[src/rtl/elastic_pipeline_if.sv]
// Valid/ready bus carrying an address and transaction ID.
// The producer side is the master, the consumer side the slave.
interface elastic_pipeline_if #(
    parameter int ADDRESS_WIDTH = 32,
    parameter int ID_WIDTH      = 4
);
    logic [ADDRESS_WIDTH-1:0] address;
    logic [ID_WIDTH-1:0]      id;
    logic                     valid;
    logic                     ready;

    modport master (
        output address,
        output id,
        output valid,
        input  ready
    );

    modport slave (
        input  address,
        input  id,
        input  valid,
        output ready
    );
endinterface

[src/rtl/elastic_pipeline.sv]
// Elastic {address,id} pipeline: per-stage offset, bubble collapsing, flush-by-ID.
// Define PIPELINE_FLUSH_CNT_EN to add the saturating flush_count output.
module elastic_pipeline #(
    parameter int DEPTH         = 4,
    parameter int ADDRESS_WIDTH = 32,
    parameter int ID_WIDTH      = 4,
    parameter int OFFSET_STEP   = 3
) (
    input  logic                       clk,
    input  logic                       reset,
    elastic_pipeline_if.slave          in_bus,
    elastic_pipeline_if.master         out_bus,
    input  logic                       in_flush,
    input  logic [ID_WIDTH-1:0]        in_flush_id,
    input  logic                       in_stall,
`ifdef PIPELINE_FLUSH_CNT_EN
    output logic [15:0]                flush_count,
`endif
    output logic [$clog2(DEPTH+1)-1:0] count
);
    localparam int CW = $clog2(DEPTH + 1);
    localparam int KW = $clog2(DEPTH + 2);

    logic [DEPTH-1:0]         v;
    logic [ADDRESS_WIDTH-1:0] addr_q [DEPTH];
    logic [ID_WIDTH-1:0]      id_q   [DEPTH];

    logic [DEPTH-1:0]         kill;
    logic [DEPTH-1:0]         ve;
    logic [DEPTH-1:0]         rdy;
    logic                     in_kill;

    logic [DEPTH-1:0]         prev_v;
    logic [ADDRESS_WIDTH-1:0] prev_addr [DEPTH];
    logic [ID_WIDTH-1:0]      prev_id   [DEPTH];

    function automatic logic [ADDRESS_WIDTH-1:0] stage_offset(input int k);
        stage_offset = ADDRESS_WIDTH'(k + 1) * ADDRESS_WIDTH'(OFFSET_STEP);
    endfunction

    always_comb begin
        for (int k = 0; k < DEPTH; k++) begin
            kill[k] = in_flush && v[k] && (id_q[k] == in_flush_id);
            ve[k]   = v[k] && !kill[k];
        end
    end

    // Ready ripples back from the consumer; any empty stage re-enables everything behind it.
    always_comb begin
        logic r;
        r = out_bus.ready && !in_stall;
        rdy = '0;
        for (int k = DEPTH - 1; k >= 0; k--) begin
            r = !in_stall && (!ve[k] || r);
            rdy[k] = r;
        end
    end

    assign in_kill      = in_flush && (in_bus.id == in_flush_id);
    assign in_bus.ready = rdy[0];

    always_comb begin
        prev_v[0]    = in_bus.valid && !in_kill;
        prev_addr[0] = in_bus.address;
        prev_id[0]   = in_bus.id;
        for (int k = 1; k < DEPTH; k++) begin
            prev_v[k]    = ve[k-1];
            prev_addr[k] = addr_q[k-1];
            prev_id[k]   = id_q[k-1];
        end
    end

    always_ff @(posedge clk) begin
        if (!reset) begin
            v <= '0;
            for (int k = 0; k < DEPTH; k++) begin
                addr_q[k] <= '0;
                id_q[k]   <= '0;
            end
        end else begin
            for (int k = 0; k < DEPTH; k++) begin
                if (rdy[k]) begin
                    v[k]      <= prev_v[k];
                    addr_q[k] <= prev_addr[k] + stage_offset(k);
                    id_q[k]   <= prev_id[k];
                end else begin
                    v[k] <= ve[k];
                end
            end
        end
    end

    assign out_bus.valid   = ve[DEPTH-1] && !in_stall;
    assign out_bus.address = addr_q[DEPTH-1];
    assign out_bus.id      = id_q[DEPTH-1];

    always_comb begin
        count = '0;
        for (int k = 0; k < DEPTH; k++) begin
            count = count + CW'(v[k]);
        end
    end

`ifdef PIPELINE_FLUSH_CNT_EN
    logic [KW-1:0] n_kill;
    logic [16:0]   fc_sum;

    // A killed input counts only when its handshake actually completes.
    always_comb begin
        n_kill = KW'(in_bus.valid && rdy[0] && in_kill);
        for (int k = 0; k < DEPTH; k++) begin
            n_kill = n_kill + KW'(kill[k]);
        end
        fc_sum = {1'b0, flush_count} + 17'(n_kill);
    end

    always_ff @(posedge clk) begin
        if (!reset) begin
            flush_count <= '0;
        end else if (fc_sum[16]) begin
            flush_count <= 16'hFFFF;
        end else begin
            flush_count <= fc_sum[15:0];
        end
    end
`endif
endmodule

[src/flat_wrapper.sv]
// flat-port wrapper written by rule: the top's interface ports become plain ports
module elastic_pipeline_flat 
#(
    parameter int DEPTH         = 4,
    parameter int ADDRESS_WIDTH = 32,
    parameter int ID_WIDTH      = 4,
    parameter int OFFSET_STEP   = 3
)
  (clk, reset, in_flush, in_flush_id, in_stall, count, in_bus_address, in_bus_id, in_bus_valid, in_bus_ready, out_bus_address, out_bus_id, out_bus_valid, out_bus_ready);
  elastic_pipeline_if #(.ADDRESS_WIDTH(ADDRESS_WIDTH), .ID_WIDTH(ID_WIDTH)) in_bus_i ();
  elastic_pipeline_if #(.ADDRESS_WIDTH(ADDRESS_WIDTH), .ID_WIDTH(ID_WIDTH)) out_bus_i ();
  input  logic clk;
  input  logic reset;
  input  logic in_flush;
  input  logic [ID_WIDTH-1:0] in_flush_id;
  input  logic in_stall;
  output logic [$clog2(DEPTH+1)-1:0] count;
  input wire logic [$bits(in_bus_i.address)-1:0] in_bus_address;
  input wire logic [$bits(in_bus_i.id)-1:0] in_bus_id;
  input wire logic [$bits(in_bus_i.valid)-1:0] in_bus_valid;
  output wire logic [$bits(in_bus_i.ready)-1:0] in_bus_ready;
  output wire logic [$bits(out_bus_i.address)-1:0] out_bus_address;
  output wire logic [$bits(out_bus_i.id)-1:0] out_bus_id;
  output wire logic [$bits(out_bus_i.valid)-1:0] out_bus_valid;
  input wire logic [$bits(out_bus_i.ready)-1:0] out_bus_ready;
  assign in_bus_i.address = in_bus_address;
  assign in_bus_i.id = in_bus_id;
  assign in_bus_i.valid = in_bus_valid;
  assign in_bus_ready = in_bus_i.ready;
  assign out_bus_address = out_bus_i.address;
  assign out_bus_id = out_bus_i.id;
  assign out_bus_valid = out_bus_i.valid;
  assign out_bus_i.ready = out_bus_ready;
  elastic_pipeline #(.DEPTH(DEPTH), .ADDRESS_WIDTH(ADDRESS_WIDTH), .ID_WIDTH(ID_WIDTH), .OFFSET_STEP(OFFSET_STEP)) u_core (.clk(clk), .reset(reset), .in_bus(in_bus_i), .out_bus(out_bus_i), .in_flush(in_flush), .in_flush_id(in_flush_id), .in_stall(in_stall), .count(count));
endmodule
[config.mk]
export PLATFORM = sky130hd
export DESIGN_NAME = elastic_pipeline_flat
export DESIGN_NICKNAME = d
export VERILOG_FILES = /design/src/rtl/elastic_pipeline_if.sv /design/src/rtl/elastic_pipeline.sv /design/src/flat_wrapper.sv
export SDC_FILE = /design/constraint.sdc
export NUM_CORES = 1
export LEC_CHECK = 0
export BUFFER_PORTS_ARGS = -buffer_cell sky130_fd_sc_hd__buf_2
export CORE_ASPECT_RATIO = 1.2
export CORE_MARGIN = 2
export CORE_UTILIZATION = 45
export CTS_CLUSTER_DIAMETER = 150
export DETAILED_ROUTE_END_ITERATION = 10
export GPL_TIMING_DRIVEN = 1
export PLACE_DENSITY = 0.69
export SYNTH_ARGS = -nofsm -noshare
export SYNTH_HDL_FRONTEND = slang
export SYNTH_SLANG_ARGS = --single-unit
export TNS_END_PERCENT = 20
[constraint.sdc]
create_clock -name clk -period 5.2 [get_ports clk]
set_clock_uncertainty 0.2 [all_clocks]
set_input_delay 0.26 -clock clk [delete_from_list [all_inputs] [get_ports clk]]
set_output_delay 0.26 -clock clk [all_outputs]
set_load 0.1 [all_outputs]
# Yosys cells after proc, flatten, opt, wreduce, memory -nomap -nowiden
# Memory sizes are Yosys's and may differ from the RTL's.
# Cells that the tools add are included.
[totals] rom_bits=0 register_bits=4 wordCells=82 ram_bits=144 input_bits=46 latchBits=0 memories=2
[memory_table] name="u_core.addr_q" words=4 width=32 read_ports=4 rd_ports_with_merged_regs=0 wr=4 line="elastic_pipeline.sv:25" rtl="logic [ADDRESS_WIDTH-1:0] addr_q [DEPTH];"
[memory_table] name="u_core.id_q" words=4 width=4 read_ports=4 rd_ports_with_merged_regs=0 wr=4 line="elastic_pipeline.sv:26" rtl="logic [ID_WIDTH-1:0] id_q [DEPTH];"
[op_classes] n_addsub=7 eq_ne=5 n_div=0 bitwise=8 n_lt_le_gt_ge=0 multipliers=0 reduce_logical=34 muxes=25 shift=0
[ops] operator="32-bit two-way mux" count=4
[ops] operator="32-bit by 4-bit adder with 32-bit output, second input constant" count=2
[ops] operator="32-bit by 2-bit adder with 32-bit output, second input constant" count=1
[ops] operator="32-bit by 3-bit adder with 32-bit output, second input constant" count=1
[ops] operator="4-bit == test" count=5
[ops] operator="1-bit logical AND" count=20
[ops] operator="1-bit two-way mux" count=17
[ops] operator="4-bit two-way mux" count=4
[ops] operator="1-bit zero test" count=10
[ops] operator="1-bit OR" count=8
[ops] operator="3-bit by 1-bit adder with 3-bit output" count=2
[ops] operator="1-bit logical OR" count=4
[ops] operator="1-bit by 1-bit adder with 2-bit output" count=1

# Depth between registers and ports, before layout
# Gate-level depths: netlist of run 1.
# An unclocked memory read counts as a cell.
[logic_depth] word_depth=18 depth_mapped=9 depth_no_buf=7

# Least setup slack after synthesis of run 1
# No wires, ideal clock.
[synth_path] kind="in2reg" startpoint="input in_flush_id[3]" endpoint="memory u_core.addr_q[0][0] (enable)" slack_ps=363 cell_stages=5 setup_time_ps=479 arrival_ps=4157 required_ps=4521 cell_sequence="buf_2 > xor2_1 > o41ai_1 > nor4_1 > o21ai_0"
[synth_lines] element="start: declaration" line="flat_wrapper.sv:15" rtl="input logic [ID_WIDTH-1:0] in_flush_id;"
[synth_lines] element="end: declaration" line="elastic_pipeline.sv:25"

==> flow_metrics.py, run 1 <==
metrics = {
    "drt": {
        "vias": 5378,
        "drtAntennaViolNets": 0,
        "wl_per_cell_um": 12.7,
        "drc": 0,
        "drt-initial-drc-count": 402,
        "routed_wl_mm": 13.5,
        "drtPass1Iterations": 4,
        "via_per_inst": 5.05,
    },
    "grt": {
        "grt_max_degree": 37,
        "gr-total-overflow": 0,
        "grt_pass1_vias": 5018,
        "grt_first_pass_wirelength_mm": 23.0,
        "grt_usage_pct": 14.8,
        "antenna_found_initial": 0,
    },
    "setup_path": {
        "slowest_delay_ns": 0.89,
        "path_class": "register to primary output",
        "arrival_ns": 2.72,
        "worst_setup_path_end_kind": "primary output",
        "start_kind": "register",
        "cpLargestDelayFamily": "compound AO/OA/AOI/OAI gates",
        "worstPathCellList": "xor2_1, o41ai_1, nor4_1, nor2_1, buf_2",
        "path_buf_inv": 1,
        "cp_slowest_cell": "o41ai_1",
        "r2r_slack_ns": 2.06,
        "crit_path_max_fanout": 4,
        "worstPathRequired_ns": 4.74,
    },
    "die": {
        "num_io_pins": 87,
        "die-height_um": 149,
        "rows": 53,
        "die_area_um2": 18700,
        "coreArea_um2": 17400,
        "start_util_pct": 45.5,
        "chipWidth_um": 125,
    },
    "placed_design": {
        "gp_congestion": 0.816,
        "place_hpwl_mm": 9.97,
        "numPortBuffers": 86,
        "dp.cells": 1023,
        "placed_area_um2": 8590,
    },
    "cells_and_area": {
        "postLayoutCellArea_um2": 9200,
        "ff_latch_area_um2": 4400,
        "final_layout_size_suffix_gt1_share_pct": 16.6,
        "finalNonFillerCells": 1064,
        "antenna_cells": 0,
        "multi_input_area_um2": 3280,
        "layout.nets": 884,
        "fill_cells": 1543,
        "fin_util_pct": 53.0,
        "area_growth_pct": 16.4,
    },
    "power_and_ir_drop": {
        "p_leak_nw": 3.43,
        "p_per_area_nw_per_um2": 319,
        "peakVddDrop_mv": 0.224,
        "total_power_mw": 2.93,
    },
    "sta": {
        "rsz0062_at_grt": "no",
        "tightest_slew_ns": 1.01,
        "max_freq_mhz": 315,
        "period_share_pct": 61.1,
        "period_needed_ns": 3.18,
        "hold_violations": 0,
        "drv_slew": 0,
        "slew-limit-headroom_pct": 32.3,
        "setup_viol": 0,
        "finalSetupTns_ns": 0,
    },
    "clocking": {
        "cts.path.max_buffers": 2,
        "cts.clk_slew.worst_paths_ns": 0.06,
        "clock_sinks": 148,
        "clockRootBuffer": "clkbuf_16",
        "cts_tree": "yes",
        "htree_levels": 4,
        "clk_latency_ns": 0.41,
        "numCtsBuffers": 17,
        "cts_setup_buffers": 0,
    },
    "yosys": {
        "synth.distinct_cells": 46,
        "async_flop_share_pct": 0,
        "seq_area_frac_synth_pct": 55.7,
        "yosys_warnings": 0,
        "syn_inst": 739,
        "synth.cell_area_um2": 7910,
        "ys_ff_latch": 148,
        "syn_avg_cell_area_um2": 10.7,
        "synth-edff-count": 144,
        "syn-num-nets": 792,
        "synthFlopType": "edfxtp_1",
    },
    "job": {
        "drv_cap": 0,
    },
    "outcome": {
        "status": "finished clean",
    },
    "min_path": {
        "hold_class": "primary input to register",
    },
}
-- tightest hold or removal path: stages --
cell	delay, ns
buf_2	0.09
xnor2_1	0.07
nor2_1	0.08
-- report_power, final --
group          total (mW)  leakage, nW  internal [mW]  switching, mW
Clock                1.06        0.246          0.605          0.450
Sequential           1.47         1.63           1.40         0.0625
Combinational       0.409         1.56          0.105          0.304
-- cell usage after synthesis (3+ instances only) --
| master | number | share of area (%) |
|---|---|---|
| nor3_1 | 16 | 1.0 |
| or4_1 | 4 | 0.38 |
| o21a_1 | 4 | 0.38 |
| and3_1 | 19 | 1.5 |
| inv_1 | 31 | 1.5 |
| xnor2_1 | 51 | 5.6 |
| ha_1 | 6 | 0.95 |
| o21ai_0 | 11 | 0.70 |
| o41ai_1 | 3 | 0.33 |
| and2_1 | 4 | 0.32 |
| clkbuf_1 | 20 | 0.95 |
| dfxtp_1 | 4 | 1.0 |
| o2111ai_1 | 3 | 0.33 |
| mux2i_1 | 3 | 0.38 |
| nand4_1 | 31 | 2.5 |
| and4_1 | 11 | 1.2 |
| xor2_1 | 79 | 8.7 |
| buf_2 | 8 | 0.51 |
| nand2_1 | 44 | 2.1 |
| buf_4 | 4 | 0.38 |
| nand3_1 | 34 | 2.2 |
| nor2_1 | 153 | 7.3 |
| edfxtp_1 | 144 | 55 |
| a21oi_1 | 8 | 0.51 |
| o31ai_1 | 3 | 0.28 |
| nor4_1 | 11 | 0.87 |
| or3_1 | 5 | 0.40 |
-- state kept, by name, indices dropped and copies added (netlist names) --
register       cells
u_core.id_q       16
u_core.v           4
u_core.addr_q    128
-- placed cells by master (no fill, tap or decap), drive strengths merged, types with 5 or more instances in the layout --
cell	Yosys	routed
nor3	16	16
nand3	34	34
or3	5	5
o21ai	12	12
edfxtp	144	144
dlygate4sd3	0	9
nor2	153	153
clkbuf	20	19
and4	11	11
xnor2	51	51
nand4	32	32
inv	31	31
a21oi	8	8
xor2	79	79
and3	19	19
ha	6	6
clkinv	0	9
buf	13	97
nand2	44	44
o41ai	5	5
nor4	13	13
-- cells by family (layout without fill, tap and decap cells) --
| family | after synthesis | after routing | synth area share, % |
|---|---|---|---|
| buf+inv | 64 | 169 | 3.35 |
| compound gates | 39 | 39 | 3.46 |
| simple gates | 348 | 348 | 21.5 |
| flops | 148 | 148 | 55.7 |
| mux | 3 | 3 | 0.380 |
| xor+xnor | 130 | 130 | 14.4 |
| fa+ha+maj | 7 | 7 | 1.20 |
-- routing by layer --
metal	part of all wire (%)	global-route usage, %
met1	46	18.4
met4	2.2	7.06
met3	3.3	2.04
met2	49	25.5
met5	0	0
-- worst paths after layout --
| check | start | endpoint | cells past startpoint |
|---|---|---|---|
| max | u_core.id_q[0][2]$_SDFFCE_PN0P_ | in_bus_ready | 5 |
| min | in_bus_address[7] | u_core.addr_q[0][7]$_SDFFCE_PN0P_ | 3 |
| max reg2reg | u_core.id_q[0][2]$_SDFFCE_PN0P_ | u_core.addr_q[0][19]$_SDFFCE_PN0P_ | 4 |
| min reg2reg | u_core.addr_q[0][0]$_SDFFCE_PN0P_ | u_core.addr_q[1][0]$_SDFFCE_PN0P_ | 2 |
-- layout make-up --
cell class	count	share of cell area, %
well taps	220	2.99
repair buffers	106	6.55
clock inverters	13	0.965
clock buffers	19	4.70
inverters	31	1.26
multi-input cells	527	35.7
flip-flops and latches	148	47.9
-- timing repair --
action,CTS,global route
hold buffers,9,0
gates resized for setup,0,0
endpoints found under the setup margin,0,0
hold endpoints to repair,9,0
-- metrics by stage --
stage | hold slack [ns] | setup slack (ns)
after global placement | 0.328 | 2.12
after CTS | 0.00183 | 2.03
after detailed placement | 0.340 | 2.02
after floorplan | 0.245 | 0.363
final | 0.0141 | 2.02
after global routing | 0.0248 | 1.80
No activity file was read; power rests on OpenSTA's default activity.
==> run 2: changes to the inputs <==
- clock period: 5.2 -> 2.8 ns (I/O delays scaled with it)
==> flow_metrics.py, run 2 (synthesis results as in run 1) <==
metrics = {
    "clocking": {
        "clock_sinks": 148,
        "clk_latency_ns": 0.42,
        "cts_tree": "yes",
        "cts.path.max_buffers": 2,
        "cts_setup_buffers": 0,
        "cts.clk_slew.worst_paths_ns": 0.06,
        "numCtsBuffers": 17,
        "clockRootBuffer": "clkbuf_16",
        "htree_levels": 4,
    },
    "sta": {
        "period_needed_ns": 2.64,
        "finalSetupTns_ns": 0,
        "max_freq_mhz": 379,
        "hold_violations": 0,
        "slew-limit-headroom_pct": 60.7,
        "drv_slew": 0,
        "period_share_pct": 94.2,
        "setup_viol": 0,
        "tightest_slew_ns": 0.582,
        "finalWorstSetupSlack_ns": 0.161,
        "rsz0062_at_grt": "no",
    },
    "cells_and_area": {
        "mostFrequentLayoutCells": "153 x nor2_1, 144 x edfxtp_1, 85 x buf_2",
        "fill_cells": 1461,
        "antenna_cells": 0,
        "layout.nets": 924,
        "multi_input_area_um2": 3300,
        "layout_commonest_cell": "nor2_1",
        "max_flop_register": "u_core.addr_q",
        "largest_reg_flops": 128,
        "final_layout_size_suffix_gt1_share_pct": 16.7,
        "ff_latch_area_um2": 4400,
        "area_growth_pct": 22.8,
        "finalNonFillerCells": 1104,
        "fin_util_pct": 55.9,
        "reg.largest.list": "u_core.addr_q (128), u_core.id_q (16), u_core.v (4)",
    },
    "drt": {
        "vias": 5516,
        "drc": 0,
        "drtPass1Iterations": 5,
        "routed_wl_mm": 13.8,
        "drtAntennaViolNets": 0,
        "wl_per_cell_um": 12.5,
        "drt-initial-drc-count": 367,
        "via_per_inst": 5.00,
    },
    "setup_path": {
        "start_kind": "primary input",
        "worst_setup_path_end_kind": "register",
        "path_class": "primary input to register",
        "crit_path_max_fanout": 7,
        "cp_slowest_cell": "dlygate4sd3_1",
        "slowest_delay_ns": 0.55,
        "arrival_ns": 2.60,
        "worstPathRequired_ns": 2.76,
        "worstPathCellList": "dlygate4sd3_1, buf_2, inv_1, ha_1, nor3_1, nand4_1, xor2_1, dlygate4sd3_1, nor2_1",
        "cp_common_cell": "dlygate4sd3_1",
    },
    "grt": {
        "gr-total-overflow": 0,
        "grt_pass1_vias": 5359,
        "antenna_found_initial": 0,
        "grt_usage_pct": 15.5,
        "grt_first_pass_wirelength_mm": 23.9,
        "grt_max_degree": 37,
    },
    "die": {
        "start_util_pct": 45.5,
        "die_area_um2": 18700,
        "num_io_pins": 87,
        "coreArea_um2": 17400,
        "rows": 53,
        "chipWidth_um": 125,
        "die-height_um": 149,
    },
    "placed_design": {
        "place_hpwl_mm": 9.77,
        "place_ws_ns": 0.408,
        "dp.cells": 1029,
        "gp_congestion": 0.796,
        "numPortBuffers": 86,
    },
    "outcome": {
        "status": "finished clean",
    },
    "job": {
        "drv_cap": 0,
    },
    "power_and_ir_drop": {
        "peakVddDrop_mv": 0.419,
        "p_per_area_nw_per_um2": 585,
        "total_power_mw": 5.69,
        "p_leak_nw": 3.66,
    },
    "min_path": {
        "hold_class": "primary input to register",
    },
}
[run 2: changes by cell type in the layout (fill, tap and decap cells not counted), moves of 2 or more]
cell,previous run,this run
bufinv_16,0,2
buf_12,0,5
buf_4,11,13
dlygate4sd3_1,9,43
[run 2: area by class of cell]
cell class / instances / area share, %
Sequential cell: 148 / 45.3
Multi-Input combinational cell: 527 / 33.9
Timing Repair Buffer: 146 / 10.8
Clock buffer: 18 / 4.42
Tap cell: 220 / 2.83
Clock inverter: 14 / 1.43
Inverter: 31 / 1.20
[run 2: what timing repair did]
action                                  in CTS  in global routing
hold buffers                                43                  0
endpoints found under the setup margin       0                  1
gates resized for setup                      0                  1
hold endpoints to repair                    39                  0
[run 2: final timing paths]
kind,endpoint,start,slack (ns),cells past startpoint
worst max-delay path,u_core.addr_q[0][18]$_SDFFCE_PN0P_,in_bus_address[0],0.16,9
worst min-delay path,u_core.addr_q[0][1]$_SDFFCE_PN0P_,in_bus_address[1],0.04,4
worst max register to register,u_core.v[0]$_SDFF_PN0_,u_core.id_q[0][2]$_SDFFCE_PN0P_,0.30,6
worst min register to register,u_core.addr_q[1][0]$_SDFFCE_PN0P_,u_core.addr_q[0][0]$_SDFFCE_PN0P_,0.36,2
[run 2: stage by stage]
| stage | area [um2] | hold WS, ns |
|---|---|---|
| after floorplan | 7940 | 0.125 |
| after global placement | 8710 | 0.283 |
| after detailed placement | 8710 | 0.282 |
| after CTS | 9710 | 0.0288 |
| after global routing | 9710 | 0.0911 |
| final | 9710 | 0.0410 |
[run 2: critical path: cells and delay by family]
kind / cells / cell delay, ns
xor+xnor: 1 / 0.15
fa+ha+maj: 1 / 0.31
buf+inv: 4 / 1.28
simple gates: 3 / 0.71
[run 2: power breakdown]
part	internal [mW]	leakage, nW	switching [mW]
Combinational	0.241	1.76	0.575
Sequential	2.61	1.63	0.115
Clock	1.30	0.267	0.847
Total	4.15	3.66	1.54
[run 2: layer usage]
metal | global-route usage, % | share of wire [%]
met4 | 7.89 | 2.8
met2 | 26.8 | 49
met5 | 0 | 0
met3 | 3.05 | 3.2
met1 | 18.4 | 45
